--- config.mk ---
export PLATFORM = sky130hd
export DESIGN_NAME = sram_req_arbiter
export DESIGN_NICKNAME = d
export VERILOG_FILES = /design/src/rtl/sram_req_arbiter.sv
export SDC_FILE = /design/constraint.sdc
export NUM_CORES = 1
export LEC_CHECK = 0
export BUFFER_PORTS_ARGS = -buffer_cell sky130_fd_sc_hd__buf_2
export CORE_AREA = 2 2 124 126
export CTS_CLUSTER_DIAMETER = 120
export DETAILED_ROUTE_END_ITERATION = 6
export DIE_AREA = 0 0 126 128
export SLEW_MARGIN = 20
export SYNTH_ARGS = -nofsm -noshare
export SYNTH_HDL_FRONTEND = slang
export SYNTH_SLANG_ARGS = --single-unit
--- constraint.sdc ---
create_clock -name clk -period 3.2 [get_ports clk]
set_clock_uncertainty 0.1 [all_clocks]
set_input_delay 0.64 -clock clk [delete_from_list [all_inputs] [get_ports clk]]
set_output_delay 0.64 -clock clk [all_outputs]
set_load 0.005 [all_outputs]
--- src/rtl/sram_req_arbiter.sv ---
// Two-to-one SRAM-like request arbiter with an in-order return-owner FIFO.
// Define SRAM_ARB_RR_EN for round-robin arbitration; otherwise data has fixed priority over inst.
module sram_req_arbiter #(
    parameter int MAX_OUTSTANDING = 4
) (
    input  logic        clk,
    input  logic        resetn,
    input  logic        inst_sram_req,
    input  logic        inst_sram_wr,
    input  logic [1:0]  inst_sram_size,
    input  logic [3:0]  inst_sram_wstrb,
    input  logic [31:0] inst_sram_addr,
    input  logic [31:0] inst_sram_wdata,
    output logic        inst_sram_addr_ok,
    output logic        inst_sram_data_ok,
    output logic [31:0] inst_sram_rdata,
    input  logic        data_sram_req,
    input  logic        data_sram_wr,
    input  logic [1:0]  data_sram_size,
    input  logic [3:0]  data_sram_wstrb,
    input  logic [31:0] data_sram_addr,
    input  logic [31:0] data_sram_wdata,
    output logic        data_sram_addr_ok,
    output logic        data_sram_data_ok,
    output logic [31:0] data_sram_rdata,
    output logic        mem_req,
    output logic        mem_wr,
    output logic [1:0]  mem_size,
    output logic [3:0]  mem_wstrb,
    output logic [31:0] mem_addr,
    output logic [31:0] mem_wdata,
    input  logic        mem_addr_ok,
    input  logic        mem_data_ok,
    input  logic [31:0] mem_rdata
);
    localparam int PW = (MAX_OUTSTANDING > 1) ? $clog2(MAX_OUTSTANDING) : 1;
    localparam int CW = PW + 1;

    typedef struct packed {
        logic        wr;
        logic [1:0]  size;
        logic [3:0]  wstrb;
        logic [31:0] addr;
        logic [31:0] wdata;
    } sram_req_t;

    typedef enum logic [1:0] {IDLE, LOCK_I, LOCK_D} state_t;

    state_t                     state, state_nxt;
    sram_req_t                  inst_fields, data_fields, sel_fields;
    logic                       idle_pick_data, sel_data, sel_req;
    logic                       fifo_full, fifo_empty, accept, pop, head_data;
    logic [MAX_OUTSTANDING-1:0] owner_q;
    logic [PW-1:0]              rd_ptr, wr_ptr;
    logic [CW-1:0]              count;
    logic                       ret_err;

    assign inst_fields = {inst_sram_wr, inst_sram_size, inst_sram_wstrb, inst_sram_addr, inst_sram_wdata};
    assign data_fields = {data_sram_wr, data_sram_size, data_sram_wstrb, data_sram_addr, data_sram_wdata};

`ifdef SRAM_ARB_RR_EN
    logic last_data;

    // On a tie the requester that did not win the previous accept goes first.
    assign idle_pick_data = data_sram_req & (~inst_sram_req | ~last_data);

    always_ff @(posedge clk or negedge resetn) begin
        if (!resetn)     last_data <= 1'b1;
        else if (accept) last_data <= sel_data;
    end
`else
    assign idle_pick_data = data_sram_req;
`endif

    always_comb begin
        case (state)
            LOCK_I:  sel_data = 1'b0;
            LOCK_D:  sel_data = 1'b1;
            default: sel_data = idle_pick_data;
        endcase
    end

    assign sel_req    = sel_data ? data_sram_req : inst_sram_req;
    assign sel_fields = sel_data ? data_fields : inst_fields;
    assign fifo_full  = (count == CW'(MAX_OUTSTANDING));
    assign fifo_empty = (count == '0);

    // Every output is held at 0 while resetn is low, not just after the next edge.
    assign mem_req = resetn & sel_req & ~fifo_full;
    assign accept  = mem_req & mem_addr_ok;
    assign {mem_wr, mem_size, mem_wstrb, mem_addr, mem_wdata} = resetn ? sel_fields : '0;

    assign inst_sram_addr_ok = accept & ~sel_data;
    assign data_sram_addr_ok = accept & sel_data;

    assign pop               = resetn & mem_data_ok & ~fifo_empty;
    assign head_data         = owner_q[rd_ptr];
    assign inst_sram_data_ok = pop & ~head_data;
    assign data_sram_data_ok = pop & head_data;
    assign inst_sram_rdata   = mem_rdata;
    assign data_sram_rdata   = mem_rdata;

    always_comb begin
        state_nxt = state;
        if (!fifo_full) begin
            case (state)
                IDLE:    if (mem_req && !mem_addr_ok) state_nxt = sel_data ? LOCK_D : LOCK_I;
                LOCK_I,
                LOCK_D:  if (accept || !sel_req) state_nxt = IDLE;
                default: state_nxt = IDLE;
            endcase
        end
    end

    always_ff @(posedge clk or negedge resetn) begin
        if (!resetn) state <= IDLE;
        else         state <= state_nxt;
    end

    always_ff @(posedge clk or negedge resetn) begin
        if (!resetn) begin
            owner_q <= '0;
            rd_ptr  <= '0;
            wr_ptr  <= '0;
            count   <= '0;
            ret_err <= 1'b0;
        end else begin
            if (accept) begin
                owner_q[wr_ptr] <= sel_data;
                wr_ptr          <= wr_ptr + 1'b1;
            end
            if (pop) rd_ptr <= rd_ptr + 1'b1;
            case ({accept, pop})
                2'b10:   count <= count + 1'b1;
                2'b01:   count <= count - 1'b1;
                default: count <= count;
            endcase
            // A response with nothing outstanding is a bridge protocol error.
            ret_err <= ret_err | (mem_data_ok & fifo_empty);
        end
    end
endmodule

# Word-level counts from Yosys, hierarchy flattened

Cells that the tools add are included.

Register bits: 13
Bits of input ports: 180
Output and inout bits: 140
Logic and storage cells: 56

$add $sub $neg: 4
Order comparisons: 3
Equal/unequal tests: 7
Mux-type cells: 14
Bitwise logic cells: 13
Reductions and logical operators: 10

Operator list:

| kind                | count |
|---|---|
| $mux 71             | 2 |
| $and 1x1->1         | 9 |
| $lt 2x3->1 const B  | 2 |
| $mux 2              | 3 |
| $pmux 3 s2          | 1 |
| $add 2x1->2 const B | 2 |
| $bwmux 4            | 1 |
| $eq 2x1->1 const B  | 2 |
| $eq 2x2->1 const B  | 2 |
| $ne 2x2->1 const B  | 2 |
| $not 1->1           | 4 |
| $pmux 2 s2          | 1 |
| $add 3x1->3 const B | 1 |
| $eq 3x3->1 const B  | 1 |
| $logic_not 3->1     | 1 |
| $mux 1              | 3 |
| $reduce_and 3->1    | 1 |
| $sub 3x1->3 const B | 1 |
| $bmux 1 s2          | 1 |
| $demux 1 s2         | 1 |
| $ge 2x1->1 const B  | 1 |
| $logic_and 1x1->1   | 2 |
| $logic_not 1->1     | 2 |
| $logic_not 2->1     | 1 |
| other kinds (4)     | 4 |

# Logic depth before layout (Yosys ltp)

Depth in word-level cells: 9
Mapped depth: 13
Mapped depth without buffers: 12

# Worst setup path before layout

No wires, ideal clock.

Path kind: register -> register
Start point: reg state[1]
End point: reg count[2]
Setup time: 79 ps
Data arrival time: 2379 ps
Data required time: 3021 ps
Setup slack: 642 ps
Cell stages (with the launch flop): 14
Path buffers: 1
Period minus slack after synthesis: 2558 ps
Cell sequence: dfrtp_1 > inv_1 > ha_1 > nor3b_2 > nor3_2 > and2_1 > buf_6 > inv_2 > ha_1 > inv_1 > fa_1 > xor2_1 > nor2_1 > xor2_1

Longest elaborated chain between the ends: 8
Elaborated cells between the ends (all ways): 11
Classes of those cells: 4 x eq/ne; 3 x mux; 3 x bitwise; 1 x reduce/logical

Ends and longest elaborated chain:

| item                                                   | line | text |
|---|---|---|
| start: declaration                                     | 49   | `state_t state, state_nxt;` |
| start signal: assignment                               | 117  | `else state <= state_nxt;` |
| $eq 2x2->1 / $eq 2x1->1 (equally long branches)        | 76   | `case (state)` |
| $pmux 1 s2 *                                           | 76   |  |
| $mux 1 *                                               | 83   | `assign sel_req = sel_data ? data_sram_req : inst_sram_req;` |
| $and 1x1->1 * (2 in series)                            | 89   | `assign mem_req = resetn & sel_req & ~fifo_full;` |
| $and 1x1->1 *                                          | 90   | `assign accept = mem_req & mem_addr_ok;` |
| $eq 2x1->1 / $eq 2x2->1 (equally long branches)        | 133  | `case ({accept, pop})` |
| $pmux 3 s2 / $reduce_bool 2->1 (equally long branches) | --   |  |
| end signal: assignment                                 | 134  | `2'b10: count <= count + 1'b1;` |
| end signal: assignment                                 | 135  | `2'b01: count <= count - 1'b1;` |
| end signal: assignment                                 | 136  | `default: count <= count;` |
| end: declaration                                       | 55   | `logic [CW-1:0] count;` |

Every way passes the cells marked *; elsewhere a longest branch is shown, timed or not.
A chain may end at the register's enable or synchronous reset.

# Final worst setup path

Start point: reg state[0]
End point: out mem_wdata[22]

Longest elaborated chain between the ends: 4
Elaborated cells between the ends (all ways): 5
Classes of those cells: 2 x eq/ne; 3 x mux

Ends and longest elaborated chain:

| item                                            | line | text |
|---|---|---|
| $eq 2x2->1 / $eq 2x1->1 (equally long branches) | 76   |  |
| $pmux 1 s2 *                                    | 76   |  |
| $mux 71 *                                       | 84   | `assign sel_fields = sel_data ? data_fields : inst_fields;` |
| $mux 71 *                                       | 91   | `assign {mem_wr, mem_size, mem_wstrb, mem_addr, mem_wdata} = resetn ? sel_fields : '0;` |
| end: declaration                                | 31   | `output logic [31:0] mem_wdata,` |

Marks and branches as above.

==> out/results.tsv <==
stage	metric	value	unit
timing	Max Clk Rate	332	MHz
clocking	Clk Latency, worst-skew pair	0.25	ns
timing	RSZ-0062 raised after global routing	false	
drt	vias per cell	4.10	
yosys	Ys Warns	0	
grt	initial antenna violation count	1	
drt	routed wire length	9930	um
die	Die Wd	126	um
grt	largest net degree at the start of global routing	50	
placed_design	port bufs	223	
clocking	Clock Pin Slew Worst Setup and Hold Paths	0.05	ns
yosys	sequential share of the synthesized area	12.9	%
worst_setup_path	Setup crit end kind	output port	
layout	diode count	0	
worst_setup_path	Critical Path Source Type	register	
worst_setup_path	worst-path fanout max	41	
grt	M2 GR Usage	17.7	%
layout	P&R area growth vs syn	34.8	%
yosys	post-synthesis cell count	384	
clocking	CTS sink cnt	13	
layout	share of layout cells above drive strength 1	45.7	%
layout	most common cell after layout, fill and taps aside	buf_2	
timing	post-route setup TNS	0	ns
placed_design	HPWL Detailed	8210	um
drt	Final ANT Viol Nets	0	
die	row cnt	45	
yosys	Synth async-reset ratio	100	%
timing	Fin. Hold Viols	0	
timing	Slew HR	66.0	%
drt	DRC violations left	0	
grt	final global-route overflow total	0	
placed_design	dpl ws	0.393	ns
clocking	number of buffers added for setup after CTS	0	
pwr	Worst IR Drop VDD	354	uV
pwr	power per cell area	531	nW/um2
placed_design	Routability Congestion	0.735	
grt	GRT met3 Usage	3.09	%
timing	slew at the pin closest to its max-slew limit	0.502	ns
die	Ports	320	
worst_setup_path	worst setup path class	register to output port	
clocking	TritonCTS buffer count	3	
die	Initial Util	16.9	%
status	outcome	completed	
yosys	count of state elements after synthesis	13	
timing	max-slew violations	0	
yosys	Post-synth EDFFs	0	
grt	vias in the first global route	2737	
timing	final period utilization	94.2	%
yosys	ys flop type	dfrtp_1	
clocking	CTS tree	yes	
grt	global routing's busiest layer	met2	
yosys	Yosys top cell area share	22.4	%
worst_setup_path	reg2reg setup slack	0.43	ns
die	die height	128	um
layout	most frequent cells in the layout	223 x buf_2, 148 x nand2_1, 71 x a21boi_1, 13 x dfrtp_1, 8 x a31oi_1	
timing	setup ws final	0.186	ns
yosys	leading area contributor after synthesis	buf_4	
drt	DRT iter0 DRCs	155	
die	die area	16100	um2
hold_path	hold crit path type	primary input to async pin	
drt	detailed-route via count	2940	
drt	wire per inst	13.9	um
worst_setup_path	CP Data Required Time	2.46	ns
timing	Final Critical Period	3.01	ns
yosys	syn avg cell area	6.55	um2
grt	met1 Track Usage GR	14.5	%
worst_setup_path	reg2reg path depth	12	
clocking	post-cts hold buffer count	0	
grt	GR Util All Layers	11.1	%
yosys	synth unique cells	33	
flow_run	Max Cap Viol	0	
drt	drt pass-1 iters	4	
yosys	syn nets	572	
yosys	Netlist Area Pre-Place	2510	um2
grt	first-pass GRT wire length	14600	um
clocking	clk root buf	clkbuf_16	
clocking	H-Tree Depth	1	
die	area of the core	14900	um2
timing	final setup vio count	0	
yosys	Synth area leaders	buf_4 22%, nand2_1 22%, a21boi_1 21%	
worst_setup_path	crit path DAT	2.27	ns
pwr	leak pwr	1.90	nW
clocking	Clock Path Buffers	2	
layout	Final Net Count	718	
worst max-delay path, stage by stage (launching register included):
cell      delay [ns]
dfrtp_1         0.35
inv_1           0.08
ha_1            0.40
mux2_2          0.28
buf_4           0.37
nand2_1         0.09
a21boi_1        0.25
buf_2           0.17
layer usage:
metal | wire length (um) | share of wire (%)
met1 | 4250 | 43
met4 | 304 | 3.1
met5 | 0 | 0
met3 | 933 | 9.4
met2 | 4450 | 45
cell usage after synthesis, types with 2 or more instances:
| cell | n |
|---|---|
| a21boi_1 | 71 |
| inv_2 | 2 |
| a31oi_1 | 8 |
| o221ai_1 | 2 |
| nand4_1 | 2 |
| nor2_1 | 7 |
| xor2_1 | 2 |
| buf_4 | 75 |
| nand2_1 | 148 |
| xnor2_1 | 4 |
| mux2i_1 | 2 |
| and2_1 | 2 |
| ha_1 | 7 |
| clkbuf_1 | 12 |
| dfrtp_1 | 13 |
| inv_1 | 7 |
| nor3b_2 | 2 |
| a21oi_1 | 3 |
path summary, 6_finish.rpt:
| kind | from | endpoint |
|---|---|---|
| max | state[0] | mem_wdata[22] |
| min | resetn | count[2] |
| max reg2reg | state[0] | count[2] |
| min reg2reg | rd_ptr[1] | rd_ptr[1] |
| max in group asynchronous | resetn | owner_q[1] |
| min in group clk | rd_ptr[1] | rd_ptr[1] |
flip-flops by register name (all words and copies together) (netlist names):
register and cells:
rd_ptr 2, owner_q 4, wr_ptr 2, count 3
state 2
cells by family after synthesis:
kind of cell	share of synthesized area [%]
AO/OA/AOI/OAI	25.8
flip-flops	12.9
AND/OR/NAND/NOR	26.5
adder cells (fa/ha/maj)	4.28
XOR/XNOR	2.09
buffers and inverters	26.2
multiplexers	2.14
what timing repair did:
item / in CTS / in global routing
resized for setup: 0 / 1
endpoints found under the hold margin: 0 / 0
setup endpoints to repair: 0 / 3
area by class of cell:
class / instances / area [um2]
timing repair buffer: 230 / 1170
multi-input combinational: 273 / 1540
sequential: 13 / 325
tap: 188 / 235
fill: 1714 / 11500
inverter: 9 / 33.8
clock inverter: 1 / 5.00
clock buffer: 3 / 75.1
stage by stage:
step           power, mW  area [um2]  hold WS [ns]  instances  utilization [%]
2_1_floorplan       1.19        2510         0.244        384                -
3_3_place_gp        1.57        3310         0.377        713             22.2
3_5_place_dp        1.58        3310         0.410        713             22.2
4_1_cts             1.83        3390         0.393        717             22.8
5_1_grt             2.00        3390         0.423        717             22.8
6_report            1.80        3390         0.376        717             22.8
power breakdown:
| group | leakage, nW | internal, mW | switching (mW) |
|---|---|---|---|
| clock network | 0.0409 | 0.167 | 0.0746 |
| logic | 1.70 | 0.534 | 0.705 |
| registers | 0.156 | 0.246 | 0.0724 |
| total | 1.90 | 0.947 | 0.852 |
(Power assumes the default switching activity.)
